--- config.mk ---
export PLATFORM = sky130hd
export DESIGN_NAME = risc_mgmt_decode_arbiter_flat
export DESIGN_NICKNAME = d
export VERILOG_FILES = /design/src/rtl/risc_mgmt_decode_arbiter_if.sv /design/src/rtl/risc_mgmt_decode_arbiter.sv /design/src/flat_wrapper.sv
export SDC_FILE = /design/constraint.sdc
export NUM_CORES = 1
export LEC_CHECK = 0
export BUFFER_PORTS_ARGS = -buffer_cell sky130_fd_sc_hd__buf_2
export CAP_MARGIN = 15
export CORE_MARGIN = 5
export CORE_UTILIZATION = 45
export DETAILED_ROUTE_END_ITERATION = 10
export PLACE_DENSITY = 0.83
export SYNTH_ARGS = -nofsm -noshare
export SYNTH_HDL_FRONTEND = slang
export SYNTH_SLANG_ARGS = --single-unit
--- constraint.sdc ---
create_clock -name CLK -period 2.7 [get_ports CLK]
set_input_delay 0.54 -clock CLK [delete_from_list [all_inputs] [get_ports CLK]]
set_output_delay 0.54 -clock CLK [all_outputs]
set_load 0.05 [all_outputs]
--- src/rtl/risc_mgmt_decode_arbiter_if.sv ---
// Decode-claim bus between the decode stage, the RISC-MGMT extensions and the arbiter.
// The master side drives instruction/claim information; the slave side returns the grant.
interface risc_mgmt_decode_arbiter_if #(
    parameter int N_EXT = 4
);
    logic               insn_valid;
    logic               stall;
    logic [N_EXT-1:0]   ext_claim;
    logic [N_EXT-1:0]   ext_bubble;
    logic [5*N_EXT-1:0] ext_rsel_s_0;
    logic [5*N_EXT-1:0] ext_rsel_s_1;
    logic [5*N_EXT-1:0] ext_rsel_d;
    logic [N_EXT-1:0]   grant;
    logic               claimed;
    logic [4:0]         rsel_s_0;
    logic [4:0]         rsel_s_1;
    logic [4:0]         rsel_d;
    logic               bubble;
    logic               conflict;
    logic               timeout_err;
    logic [7:0]         conflict_cnt;

    modport master (
        output insn_valid, stall, ext_claim, ext_bubble, ext_rsel_s_0, ext_rsel_s_1, ext_rsel_d,
        input  grant, claimed, rsel_s_0, rsel_s_1, rsel_d, bubble, conflict, timeout_err, conflict_cnt
    );

    modport slave (
        input  insn_valid, stall, ext_claim, ext_bubble, ext_rsel_s_0, ext_rsel_s_1, ext_rsel_d,
        output grant, claimed, rsel_s_0, rsel_s_1, rsel_d, bubble, conflict, timeout_err, conflict_cnt
    );
endinterface

--- src/rtl/risc_mgmt_decode_arbiter.sv ---
// Round-robin owner selection for the shared decode claim path, with a bubble-hold
// lock on the granted extension and a bounded hold time.
module risc_mgmt_decode_arbiter #(
    parameter int N_EXT          = 4,
    parameter int BUBBLE_TIMEOUT = 15
) (
    input  logic                      CLK,
    input  logic                      nRST,
    risc_mgmt_decode_arbiter_if.slave bus
);
    localparam int PW = (N_EXT > 1) ? $clog2(N_EXT) : 1;

    typedef enum logic {IDLE = 1'b0, HOLD = 1'b1} state_t;

    state_t            state_q, state_d;
    logic [PW-1:0]     rr_ptr_q, rr_ptr_d;
    logic [PW-1:0]     lock_q, lock_d;
    logic [7:0]        hold_cnt_q, hold_cnt_d;
    logic [7:0]        conflict_cnt_q, conflict_cnt_d;

    logic [PW-1:0]     sel;
    logic [PW-1:0]     cand;
    logic              found;
    logic              claimed_c;
    logic              bubble_c;
    logic              conflict_c;
    logic              timeout_c;
    logic [N_EXT-1:0]  grant_c;

    logic [4:0]        rs0_arr [N_EXT];
    logic [4:0]        rs1_arr [N_EXT];
    logic [4:0]        rd_arr  [N_EXT];

    genvar gi;
    generate
        for (gi = 0; gi < N_EXT; gi++) begin : g_unpack
            assign rs0_arr[gi] = bus.ext_rsel_s_0[5*gi +: 5];
            assign rs1_arr[gi] = bus.ext_rsel_s_1[5*gi +: 5];
            assign rd_arr[gi]  = bus.ext_rsel_d[5*gi +: 5];
        end
    endgenerate

    function automatic logic [PW-1:0] ptr_inc(input logic [PW-1:0] p);
        return (int'(p) == N_EXT - 1) ? '0 : PW'(int'(p) + 1);
    endfunction

    always_comb begin
        state_d        = state_q;
        rr_ptr_d       = rr_ptr_q;
        lock_d         = lock_q;
        hold_cnt_d     = hold_cnt_q;
        conflict_cnt_d = conflict_cnt_q;
        sel            = '0;
        cand           = '0;
        found          = 1'b0;
        claimed_c      = 1'b0;
        bubble_c       = 1'b0;
        conflict_c     = 1'b0;
        timeout_c      = 1'b0;
        grant_c        = '0;

        case (state_q)
            IDLE: begin
                if (bus.insn_valid) begin
                    conflict_c = ($countones(bus.ext_claim) >= 2);
                    // First claimer at or after rr_ptr, wrapping around.
                    for (int k = 0; k < N_EXT; k++) begin
                        cand = PW'((int'(rr_ptr_q) + k) % N_EXT);
                        if (!found && bus.ext_claim[cand]) begin
                            found = 1'b1;
                            sel   = cand;
                        end
                    end
                end
                if (found) begin
                    claimed_c = 1'b1;
                    bubble_c  = bus.ext_bubble[sel];
                    if (!bus.stall) begin
                        rr_ptr_d = ptr_inc(sel);
                    end
                    // A bubble request locks the slot even while stalled.
                    if (bus.ext_bubble[sel]) begin
                        state_d    = HOLD;
                        lock_d     = sel;
                        hold_cnt_d = '0;
                    end
                end
                if (conflict_c && !bus.stall && conflict_cnt_q != 8'hFF) begin
                    conflict_cnt_d = conflict_cnt_q + 8'd1;
                end
            end
            HOLD: begin
                found     = 1'b1;
                sel       = lock_q;
                claimed_c = 1'b1;
                if (!bus.ext_bubble[lock_q]) begin
                    state_d  = IDLE;
                    rr_ptr_d = ptr_inc(lock_q);
                end else if (hold_cnt_q == 8'(BUBBLE_TIMEOUT)) begin
                    timeout_c = 1'b1;
                    state_d   = IDLE;
                    rr_ptr_d  = ptr_inc(lock_q);
                end else begin
                    bubble_c   = 1'b1;
                    hold_cnt_d = hold_cnt_q + 8'd1;
                end
            end
            default: begin
                state_d = IDLE;
            end
        endcase

        if (found) begin
            grant_c[sel] = 1'b1;
        end
    end

    always_ff @(posedge CLK or negedge nRST) begin
        if (!nRST) begin
            state_q        <= IDLE;
            rr_ptr_q       <= '0;
            lock_q         <= '0;
            hold_cnt_q     <= '0;
            conflict_cnt_q <= '0;
        end else begin
            state_q        <= state_d;
            rr_ptr_q       <= rr_ptr_d;
            lock_q         <= lock_d;
            hold_cnt_q     <= hold_cnt_d;
            conflict_cnt_q <= conflict_cnt_d;
        end
    end

    // Outputs are forced quiet for the whole reset window, not just after the first edge.
    assign bus.grant        = nRST ? grant_c : '0;
    assign bus.claimed      = nRST & claimed_c;
    assign bus.bubble       = nRST & bubble_c;
    assign bus.conflict     = nRST & conflict_c;
    assign bus.timeout_err  = nRST & timeout_c;
    assign bus.rsel_s_0     = (nRST && found) ? rs0_arr[sel] : 5'd0;
    assign bus.rsel_s_1     = (nRST && found) ? rs1_arr[sel] : 5'd0;
    assign bus.rsel_d       = (nRST && found) ? rd_arr[sel]  : 5'd0;
    assign bus.conflict_cnt = conflict_cnt_q;
endmodule
--- src/flat_wrapper.sv ---
// flat-port wrapper written by rule: the top's interface ports become plain ports
module risc_mgmt_decode_arbiter_flat 
#(
    parameter int N_EXT          = 4,
    parameter int BUBBLE_TIMEOUT = 15
)
  (CLK, nRST, bus_insn_valid, bus_stall, bus_ext_claim, bus_ext_bubble, bus_ext_rsel_s_0, bus_ext_rsel_s_1, bus_ext_rsel_d, bus_grant, bus_claimed, bus_rsel_s_0, bus_rsel_s_1, bus_rsel_d, bus_bubble, bus_conflict, bus_timeout_err, bus_conflict_cnt);
  risc_mgmt_decode_arbiter_if #(.N_EXT(N_EXT)) bus_i ();
  input  logic CLK;
  input  logic nRST;
  input wire logic [$bits(bus_i.insn_valid)-1:0] bus_insn_valid;
  input wire logic [$bits(bus_i.stall)-1:0] bus_stall;
  input wire logic [$bits(bus_i.ext_claim)-1:0] bus_ext_claim;
  input wire logic [$bits(bus_i.ext_bubble)-1:0] bus_ext_bubble;
  input wire logic [$bits(bus_i.ext_rsel_s_0)-1:0] bus_ext_rsel_s_0;
  input wire logic [$bits(bus_i.ext_rsel_s_1)-1:0] bus_ext_rsel_s_1;
  input wire logic [$bits(bus_i.ext_rsel_d)-1:0] bus_ext_rsel_d;
  output wire logic [$bits(bus_i.grant)-1:0] bus_grant;
  output wire logic [$bits(bus_i.claimed)-1:0] bus_claimed;
  output wire logic [$bits(bus_i.rsel_s_0)-1:0] bus_rsel_s_0;
  output wire logic [$bits(bus_i.rsel_s_1)-1:0] bus_rsel_s_1;
  output wire logic [$bits(bus_i.rsel_d)-1:0] bus_rsel_d;
  output wire logic [$bits(bus_i.bubble)-1:0] bus_bubble;
  output wire logic [$bits(bus_i.conflict)-1:0] bus_conflict;
  output wire logic [$bits(bus_i.timeout_err)-1:0] bus_timeout_err;
  output wire logic [$bits(bus_i.conflict_cnt)-1:0] bus_conflict_cnt;
  assign bus_i.insn_valid = bus_insn_valid;
  assign bus_i.stall = bus_stall;
  assign bus_i.ext_claim = bus_ext_claim;
  assign bus_i.ext_bubble = bus_ext_bubble;
  assign bus_i.ext_rsel_s_0 = bus_ext_rsel_s_0;
  assign bus_i.ext_rsel_s_1 = bus_ext_rsel_s_1;
  assign bus_i.ext_rsel_d = bus_ext_rsel_d;
  assign bus_grant = bus_i.grant;
  assign bus_claimed = bus_i.claimed;
  assign bus_rsel_s_0 = bus_i.rsel_s_0;
  assign bus_rsel_s_1 = bus_i.rsel_s_1;
  assign bus_rsel_d = bus_i.rsel_d;
  assign bus_bubble = bus_i.bubble;
  assign bus_conflict = bus_i.conflict;
  assign bus_timeout_err = bus_i.timeout_err;
  assign bus_conflict_cnt = bus_i.conflict_cnt;
  risc_mgmt_decode_arbiter #(.N_EXT(N_EXT), .BUBBLE_TIMEOUT(BUBBLE_TIMEOUT)) u_core (.CLK(CLK), .nRST(nRST), .bus(bus_i));
endmodule
# After elaboration in Yosys (flattened, before gate mapping)
# Cells that the tools add are included.
# classes
addsub,10
n_mul,0
div_mod_pow,0
magnitude_cmp,10
eq_ne,10
shifts,0
mux,75
n_bitwise,6
reduce_logical,15
# op_table
op,count
$mux 5,9
$add 32x32->32,1
$ge 32x3->1 const B,1
$mux 8,4
$mux 1,31
$bmux 5 s2,3
$mux 2,12
$lt 2x3->1 const B,7
$add 8x1->8 const B,2
$pmux 8 s2,1
$bmux 1 s2,6
$eq 8x4->1 const B,1
$mux 4,2
$ne 8x8->1 const B,1
$pmux 1 s2,4
$pmux 2 s2,2
$logic_and 1x1->1,7
$add 2x1->2 const B,3
$ne 2x2->1 const B,3
$reduce_and 3->1,2
$add 1x1->2,2
$add 2x2->2 const B,2
$and 1x1->1,4
$eq 2x1->1 const B,2
other kinds (10),14
# word_totals
regBits,21
latchBits,0
mem_bits_rw,0
rom_bits,0
inputBits,72
output_inout_bits,31
wordCells,131
mem_count,0

# Depth between registers and ports, before layout
# Gate-level depths: netlist of run 1.
# logic_depth
word_depth,27
depth_mapped,9
mapped_depth_nobuf,9

# Worst setup path before layout of run 1
# Ideal clock, no wire load.
# synth_path
path_type,input to output
startpoint,in bus_ext_claim[1]
endpoint,out bus_rsel_d[0]
arrival_time_ns,3.438
required_ns,2.160
path_slack_ns,-1.278
path_stages,5
path_buffers,1
path_cell_list,o41ai_2 > a21boi_0 > o211ai_2 > clkbuf_1 > o22ai_1
# synth_via
elab_chain_len,26
word_cells_on_any_way,40
cone_classes,32 x mux; 1 x bitwise; 7 x reduce/logical
# synth_lines
item,line_no,rtl
"start, declared",flat_wrapper.sv:13,input wire logic [$bits(bus_i.ext_claim)-1:0] bus_ext_claim;
$bmux 1 s2,risc_mgmt_decode_arbiter.sv:69,if (!found && bus.ext_claim[cand]) begin
$mux 1 (not written as such),risc_mgmt_decode_arbiter.sv:69,
$mux 1,risc_mgmt_decode_arbiter.sv:69,
$mux 1,risc_mgmt_decode_arbiter.sv:64,if (bus.insn_valid) begin
$mux 1,risc_mgmt_decode_arbiter.sv:62,case (state_q)
$logic_not 1->1,risc_mgmt_decode_arbiter.sv:69,
$logic_and 1x1->1,risc_mgmt_decode_arbiter.sv:69,
$mux 1,risc_mgmt_decode_arbiter.sv:69,
(+9 left out),--,
$mux 2,risc_mgmt_decode_arbiter.sv:69,
$mux 2,risc_mgmt_decode_arbiter.sv:64,
$mux 2,risc_mgmt_decode_arbiter.sv:62,
$pmux 2 s2,risc_mgmt_decode_arbiter.sv:62,
$not 2->3 (not written as such),risc_mgmt_decode_arbiter.sv:142,assign bus.rsel_d = (nRST && found) ? rd_arr[sel] : 5'd0;
$bmux 5 s2,risc_mgmt_decode_arbiter.sv:142,
$mux 5 (not written as such) (2 in a row),risc_mgmt_decode_arbiter.sv:142,
$mux 5 *,risc_mgmt_decode_arbiter.sv:142,
"end, declared",flat_wrapper.sv:22,output wire logic [$bits(bus_i.rsel_d)-1:0] bus_rsel_d;
# Every way passes the cells marked *; elsewhere a longest branch is shown, timed or not. The select of a mux whose other input is x is not followed.

# Final worst setup path of run 1
# layout_path
startpoint,reg u_core.rr_ptr_q[1]
endpoint,out bus_rsel_s_1[0]
# layout_via
elab_chain_len,26
word_cells_on_any_way,43
cone_classes,3 x add/sub; 32 x mux; 1 x bitwise; 7 x reduce/logical
# layout_lines
item,line_no,rtl
"start, declared",risc_mgmt_decode_arbiter.sv:16,"logic [PW-1:0] rr_ptr_q, rr_ptr_d;"
"start signal, assigned",risc_mgmt_decode_arbiter.sv:127,rr_ptr_q <= rr_ptr_d;
$bmux 1 s2,risc_mgmt_decode_arbiter.sv:69,
$mux 1 (not written as such),risc_mgmt_decode_arbiter.sv:69,
$mux 1,risc_mgmt_decode_arbiter.sv:69,
$mux 1,risc_mgmt_decode_arbiter.sv:64,
$mux 1,risc_mgmt_decode_arbiter.sv:62,
$logic_not 1->1,risc_mgmt_decode_arbiter.sv:69,
$logic_and 1x1->1,risc_mgmt_decode_arbiter.sv:69,
$mux 1,risc_mgmt_decode_arbiter.sv:69,
(+9 left out),--,
$mux 2,risc_mgmt_decode_arbiter.sv:69,
$mux 2,risc_mgmt_decode_arbiter.sv:64,
$mux 2,risc_mgmt_decode_arbiter.sv:62,
$pmux 2 s2,risc_mgmt_decode_arbiter.sv:62,
$not 2->3 (not written as such),risc_mgmt_decode_arbiter.sv:141,assign bus.rsel_s_1 = (nRST && found) ? rs1_arr[sel] : 5'd0;
$bmux 5 s2,risc_mgmt_decode_arbiter.sv:141,
$mux 5 (not written as such) (2 in a row),risc_mgmt_decode_arbiter.sv:141,
$mux 5 *,risc_mgmt_decode_arbiter.sv:141,
"end, declared",flat_wrapper.sv:21,output wire logic [$bits(bus_i.rsel_s_1)-1:0] bus_rsel_s_1;
# Marked as above.

==> results.toml, run 1 <==
[status]
outcome = "finished, violations left"
violations = "negative setup slack"

[sta]
period_minus_slack_ns = 2.99
fmax_mhz = 334
postLayoutSetupSlackWorst_ns = -0.292
slew_violations = 0
rsz0062_at_grt = "true"
finalSetupViolations = 22
slew_headroom = 0.740
final-hold-violation-count = 0
whs_ns = 0.260
tightest_slew_ns = 0.386
fin_skew_ns = 0.00317
final.period_utilization = 1.11

[logic_synthesis]
synth-edff-count = 0
synth_area_per_cell_um2 = 9.22
yosysWarnings = 0
synth.distinct_cells = 48
netlist_area_um2 = 1830
synth_nets = 276
netlist_instances = 199
synth_top_flop_cell = "dfrtp_1"
ys_seq_elements = 21
async_reset_ff_frac = 1.00
ys_seq_area_frac = 0.286

[global_route]
antenna_found_initial = 0
grt_max_degree = 25
gr-total-overflow = 0
first_global_vias = 2367
track_usage = 0.265
grt_pass1_wl_mm = 11.3

[clock_network]
cts.clk_slew.worst_paths_ns = 0.08
cts_tree = "yes"
cts_buffers = 3
clockBufferDepth = 2
cts-root-buf = "clkbuf_8"
h-tree-depth = 1
clock-sinks = 21
clock_latency_ns = 0.27

[finish]
layout_common_cells = "buf_2 (77), buf_4 (37), mux2i_4 (30)"
syn_to_final_growth_pct = 111
final_area_um2 = 3860
nets = 427
drive_gt1_frac = 0.688
utilization = 0.973
final_common_cell = "buf_2"
antenna-diode-count = 0

[power]
power_density_nw_per_um2 = 1020
max-vdd-ir-drop_mv = 0.924
leakage_nw = 1.64

[floorplan]
core_um2 = 3970
die_w_um = 73.8
core.rowCount = 23
io-pin-count = 103
initial_core_util = 0.462
die_area_um2 = 5450
fp.dieH_um = 73.8

[critical_path]
cp-end-kind = "output pin"
start_kind = "flip-flop"
critical_path_class = "reg -> out"
crit_fanout = 7
crit_arrival_ns = 2.45
crit_required_ns = 2.16

[detailed_routing]
via_count = 2776
drtAntennaViolNets = 0
drt-initial-drc-count = 306
drcViolationCount = 0
avgViaCountPerCell = 6.96
routed_wl_mm = 12.3
wire_per_inst_um = 30.7
dr.pass1.iters = 5

[min_path]
holdCritPathClass = "in -> async"

[placement]
dp_hpwl_mm = 4.86
gp_congestion = 0.768
portBuffers = 102
placed_area_um2 = 2910

[flow_run]
maxCapViolations = 0
[stage by stage]
step	total power [W]	instances	setup TNS [ns]	setup WS, ns
floorplan	0.00200	199	-0.574	-0.0505
global placement	0.00242	374	-2.75	-0.147
detailed placement	0.00247	374	-3.70	-0.207
CTS	0.00300	382	-1.56	-0.138
global route	0.00404	399	-5.62	-0.355
finish	0.00396	399	-4.54	-0.292
[path summary, 6_finish.rpt]
check,start,endpoint,slack [ns],cells past startpoint
max,u_core.rr_ptr_q[1]$_DFFE_PN0P_,bus_rsel_s_1[0],-0.29,9
min,nRST,u_core.lock_q[1]$_DFFE_PN0P_,0.26,2
max reg2reg,u_core.rr_ptr_q[1]$_DFFE_PN0P_,u_core.lock_q[0]$_DFFE_PN0P_,0.23,9
min reg2reg,u_core.bus.conflict_cnt[7]$_DFFE_PN0P_,u_core.bus.conflict_cnt[7]$_DFFE_PN0P_,0.55,1
max in group asynchronous,nRST,u_core.rr_ptr_q[0]$_DFFE_PN0P_,2.19,2
min in group CLK,u_core.bus.conflict_cnt[7]$_DFFE_PN0P_,u_core.bus.conflict_cnt[7]$_DFFE_PN0P_,0.55,1
[Yosys cell counts, drive strengths merged, types with 2 or more instances]
master / number / area [um2]
o22ai: 16 / 100
o31ai: 2 / 15.0
xnor2: 7 / 61.3
buf: 7 / 58.8
or2: 2 / 12.5
o21ai: 12 / 63.8
mux2: 3 / 33.8
a21oi: 3 / 15.0
nand3: 4 / 20.0
nor2: 12 / 45.0
xor2: 3 / 26.3
dfrtp: 21 / 526
and2: 4 / 25.0
ha: 4 / 50.1
mux2i: 33 / 330
inv: 7 / 26.3
nor3: 3 / 15.0
or3: 3 / 18.8
nand4: 4 / 25.0
nand2b: 2 / 12.5
and3: 5 / 31.3
nor2b: 4 / 25.0
nand2: 16 / 60.1
nor3b: 2 / 15.0
[per-layer routing]
layer,up-vias,track usage,wire [um]
li1,1052,-,-
met1,1276,0.307,3690
met5,-,0,0
met4,0,0.101,1020
met3,116,0.0410,1450
met2,332,0.483,6090
[sequential cells by signal (all words and copies together) (netlist names)]
| name | cells |
|---|---|
| u_core.bus.conflict_cnt | 8 |
| u_core.hold_cnt_q | 8 |
| u_core.lock_q | 2 |
| u_core.rr_ptr_q | 2 |
| u_core.state_q | 1 |
[repair_timing]
action / in CTS / in global routing
cloned: 0 / 4
pin swaps: 6 / 17
endpoints found under the setup margin: 20 / 21
resized for setup: 72 / 77
setup buffers: 4 / 14
hold buffers: 0 / 0
[worst max-delay path, stage by stage, from the launching register on]
cell and delay [ns]:
dfrtp_2 0.47, and3b_2 0.25, a21o_1 0.18, nor3_2 0.14, mux2_4 0.25, buf_6 0.15, buf_12 0.16, mux2i_4 0.29
o22ai_4 0.11, buf_6 0.16
[layout make-up]
| type | count | area, um2 |
|---|---|---|
| Inverter | 7 | 26.3 |
| Fill cell | 67 | 106 |
| Clock inverter | 1 | 5.00 |
| Timing Repair Buffer | 154 | 1240 |
| Sequential cell | 21 | 528 |
| Clock buffer | 3 | 41.3 |
| Tap cell | 50 | 62.6 |
| Multi-Input combinational cell | 163 | 1960 |
[where the power goes]
part / internal (W) / switching [W] / leakage (nW) / total, W
logic: 0.00151 / 0.00168 / 1.35 / 0.00319
clock network: 0.000103 / 0.000110 / 0.0255 / 0.000214
registers: 0.000403 / 0.000150 / 0.272 / 0.000552
[logic make-up after synthesis]
group           Yosys count  synth area share
mux                      37             0.211
buf+inv                  15            0.0484
flops                    21             0.286
simple gates             66             0.191
xor+xnor                 10            0.0478
compound gates           45             0.177
fa+ha+maj                 5            0.0382
No activity file was read; power rests on OpenSTA's default activity.
==> run 2, diff against run 1 <==
- CORE_UTILIZATION: 45 -> 40
- PLACE_DENSITY: 0.83 -> 0.78
- clock period: 2.7 -> 2.5 ns (I/O delays scaled with it)
==> results.toml, run 2 (synthesized netlist as in run 1, its figures left out) <==
[clock_network]
clock-sinks = 21
clockBufferDepth = 2
cts_tree = "yes"
cts-root-buf = "clkbuf_8"
hold_buffers = 0
cts_buffers = 3
h-tree-depth = 1
clock_latency_ns = 0.26
cts.clk_slew.worst_paths_ns = 0.08

[detailed_routing]
dr.pass1.iters = 4
drt-initial-drc-count = 98
drtAntennaViolNets = 0
avgViaCountPerCell = 5.69
drcViolationCount = 0
via_count = 2226
routed_wl_mm = 8.60
wire_per_inst_um = 22.0

[status]
outcome = "finished, violations left"
violations = "negative setup slack"

[flow_run]
maxCapViolations = 0

[power]
clkPwrFrac = 0.058
power.internal_w = 0.00198
power_density_nw_per_um2 = 1030
max-vdd-ir-drop_mv = 0.713
seqPwrFrac = 0.148
power_frac_comb = 0.793
leakage_nw = 1.60
power.switching_w = 0.00188
swShare = 0.487

[global_route]
grt_max_degree = 25
track_usage = 0.268
antenna_found_initial = 0
gr-total-overflow = 0
first_global_vias = 2417
grt_pass1_wl_mm = 12.9

[critical_path]
critical-path-max-stage-delay_ns = 0.47
path_buf_inv = 2
crit_start = "u_core.rr_ptr_q[1]$_DFFE_PN0P_"
slowest_stage = "dfrtp_2"
cp-end-kind = "output pin"
crit_required_ns = 2.00
r2r-start = "u_core.rr_ptr_q[1]$_DFFE_PN0P_"
start_kind = "flip-flop"
critical_path_class = "reg -> out"
path_cells = "and3b_1, a21o_1, nor3_2, mux2_4, buf_4, mux2i_4, o22ai_4, buf_4"
crit_arrival_ns = 2.36
cpLargestDelayFamily = "multiplexers"
crit_fanout = 7
crit_top_cell = "buf_4"

[placement]
gp_congestion = 0.857
dp.cells = 376
dp_slack_ns = -0.340
portBuffers = 102
dp_hpwl_mm = 4.94

[finish]
drive_gt1_frac = 0.678
final_common_cell = "buf_2"
syn_to_final_growth_pct = 104
antenna-diode-count = 0
nets = 417
layout_common_cells = "buf_2 (77), buf_4 (29), mux2i_4 (28)"
fillers = 194
layout.cells.non_filler = 391

[sta]
fmax_mhz = 349
finalSetupViolations = 22
fin_skew_ns = 0.00659
slew_violations = 0
postLayoutSetupSlackWorst_ns = -0.363
whs_ns = 0.261
period_minus_slack_ns = 2.86
final-hold-violation-count = 0
rsz0062_at_grt = "true"
final.period_utilization = 1.15
tightest_slew_ns = 0.437
slew_headroom = 0.707

[floorplan]
die_w_um = 77.7
core.rowCount = 24
core_um2 = 4410
initial_core_util = 0.416
io-pin-count = 103
die_area_um2 = 6040
fp.dieH_um = 77.7

[min_path]
holdCritPathClass = "in -> async"
-- run 2: cell types whose count changed in the layout (fill, tap and decap cells not counted), sizes merged --
cell,delta
buf,-7
clkbuf,-3
-- run 2: per-stage QoR --
stage | power, W | area, um2 | util | TNS (ns)
6_report | 0.00386 | 3750 | 0.849 | -4.66
5_1_grt | 0.00402 | 3750 | 0.849 | -6.61
4_1_cts | 0.00378 | 3650 | 0.826 | -5.01
3_5_place_dp | 0.00266 | 2910 | 0.660 | -6.18
3_3_place_gp | 0.00262 | 2910 | 0.660 | -5.72
2_1_floorplan | 0.00217 | 2150 | - | -2.61
-- run 2: cell type report --
type | instances | area (um2) | area share
inverters | 7 | 26.3 | 0.00701
repair buffers | 144 | 1120 | 0.299
clock buffers | 3 | 41.3 | 0.0110
flip-flops and latches | 21 | 529 | 0.141
clock inverters | 1 | 5.00 | 0.00134
multi-input cells | 163 | 1960 | 0.523
well taps | 52 | 65.1 | 0.0174
-- run 2: power groups by stage --
| stage | Clock, W | Combinational [W] | Sequential, W |
|---|---|---|---|
| after detailed placement | 0 | 0.00211 | 0.000556 |
| final | 0.000225 | 0.00306 | 0.000571 |
| after floorplan | 0 | 0.00152 | 0.000644 |
| after global routing | 0.000241 | 0.00319 | 0.000585 |
| after global placement | 0 | 0.00206 | 0.000551 |
| after CTS | 0.000225 | 0.00300 | 0.000553 |
-- run 2: path summary, 6_finish.rpt --
kind / depth (start not counted) / endpoint / slack, ns
worst max-delay path: 8 / bus_rsel_s_1[3] / -0.36
worst min-delay path: 2 / u_core.bus.conflict_cnt[0]$_DFFE_PN0P_ / 0.26
worst max register to register: 8 / u_core.lock_q[0]$_DFFE_PN0P_ / 0.25
worst min register to register: 1 / u_core.bus.conflict_cnt[6]$_DFFE_PN0P_ / 0.54
max in group asynchronous: 2 / u_core.rr_ptr_q[1]$_DFFE_PN0P_ / 1.99
min in group CLK: 1 / u_core.bus.conflict_cnt[6]$_DFFE_PN0P_ / 0.54
-- run 2: metal layers --
metal  global-route usage  wire length (um)
met3               0.0278               279
met5                    0                 0
met2                0.522              5010
met4               0.0842               225
met1                0.300              3080
-- run 2: worst reg2reg max path, cell delays in order, from the launching register on --
cell,delay [ns]
dfrtp_2,0.45
and4bb_2,0.28
buf_6,0.12
o311ai_4,0.32
buf_4,0.20
o31ai_2,0.07
a21oi_2,0.15
buf_4,0.21
mux2_2,0.35
-- run 2: repair_timing --
| action | CTS | global route |
|---|---|---|
| buffers inserted | 6 | 4 |
| gates resized for setup | 109 | 38 |
| endpoints found under the setup margin | 21 | 27 |
| cloned | 5 | 0 |
| pin swaps | 11 | 13 |
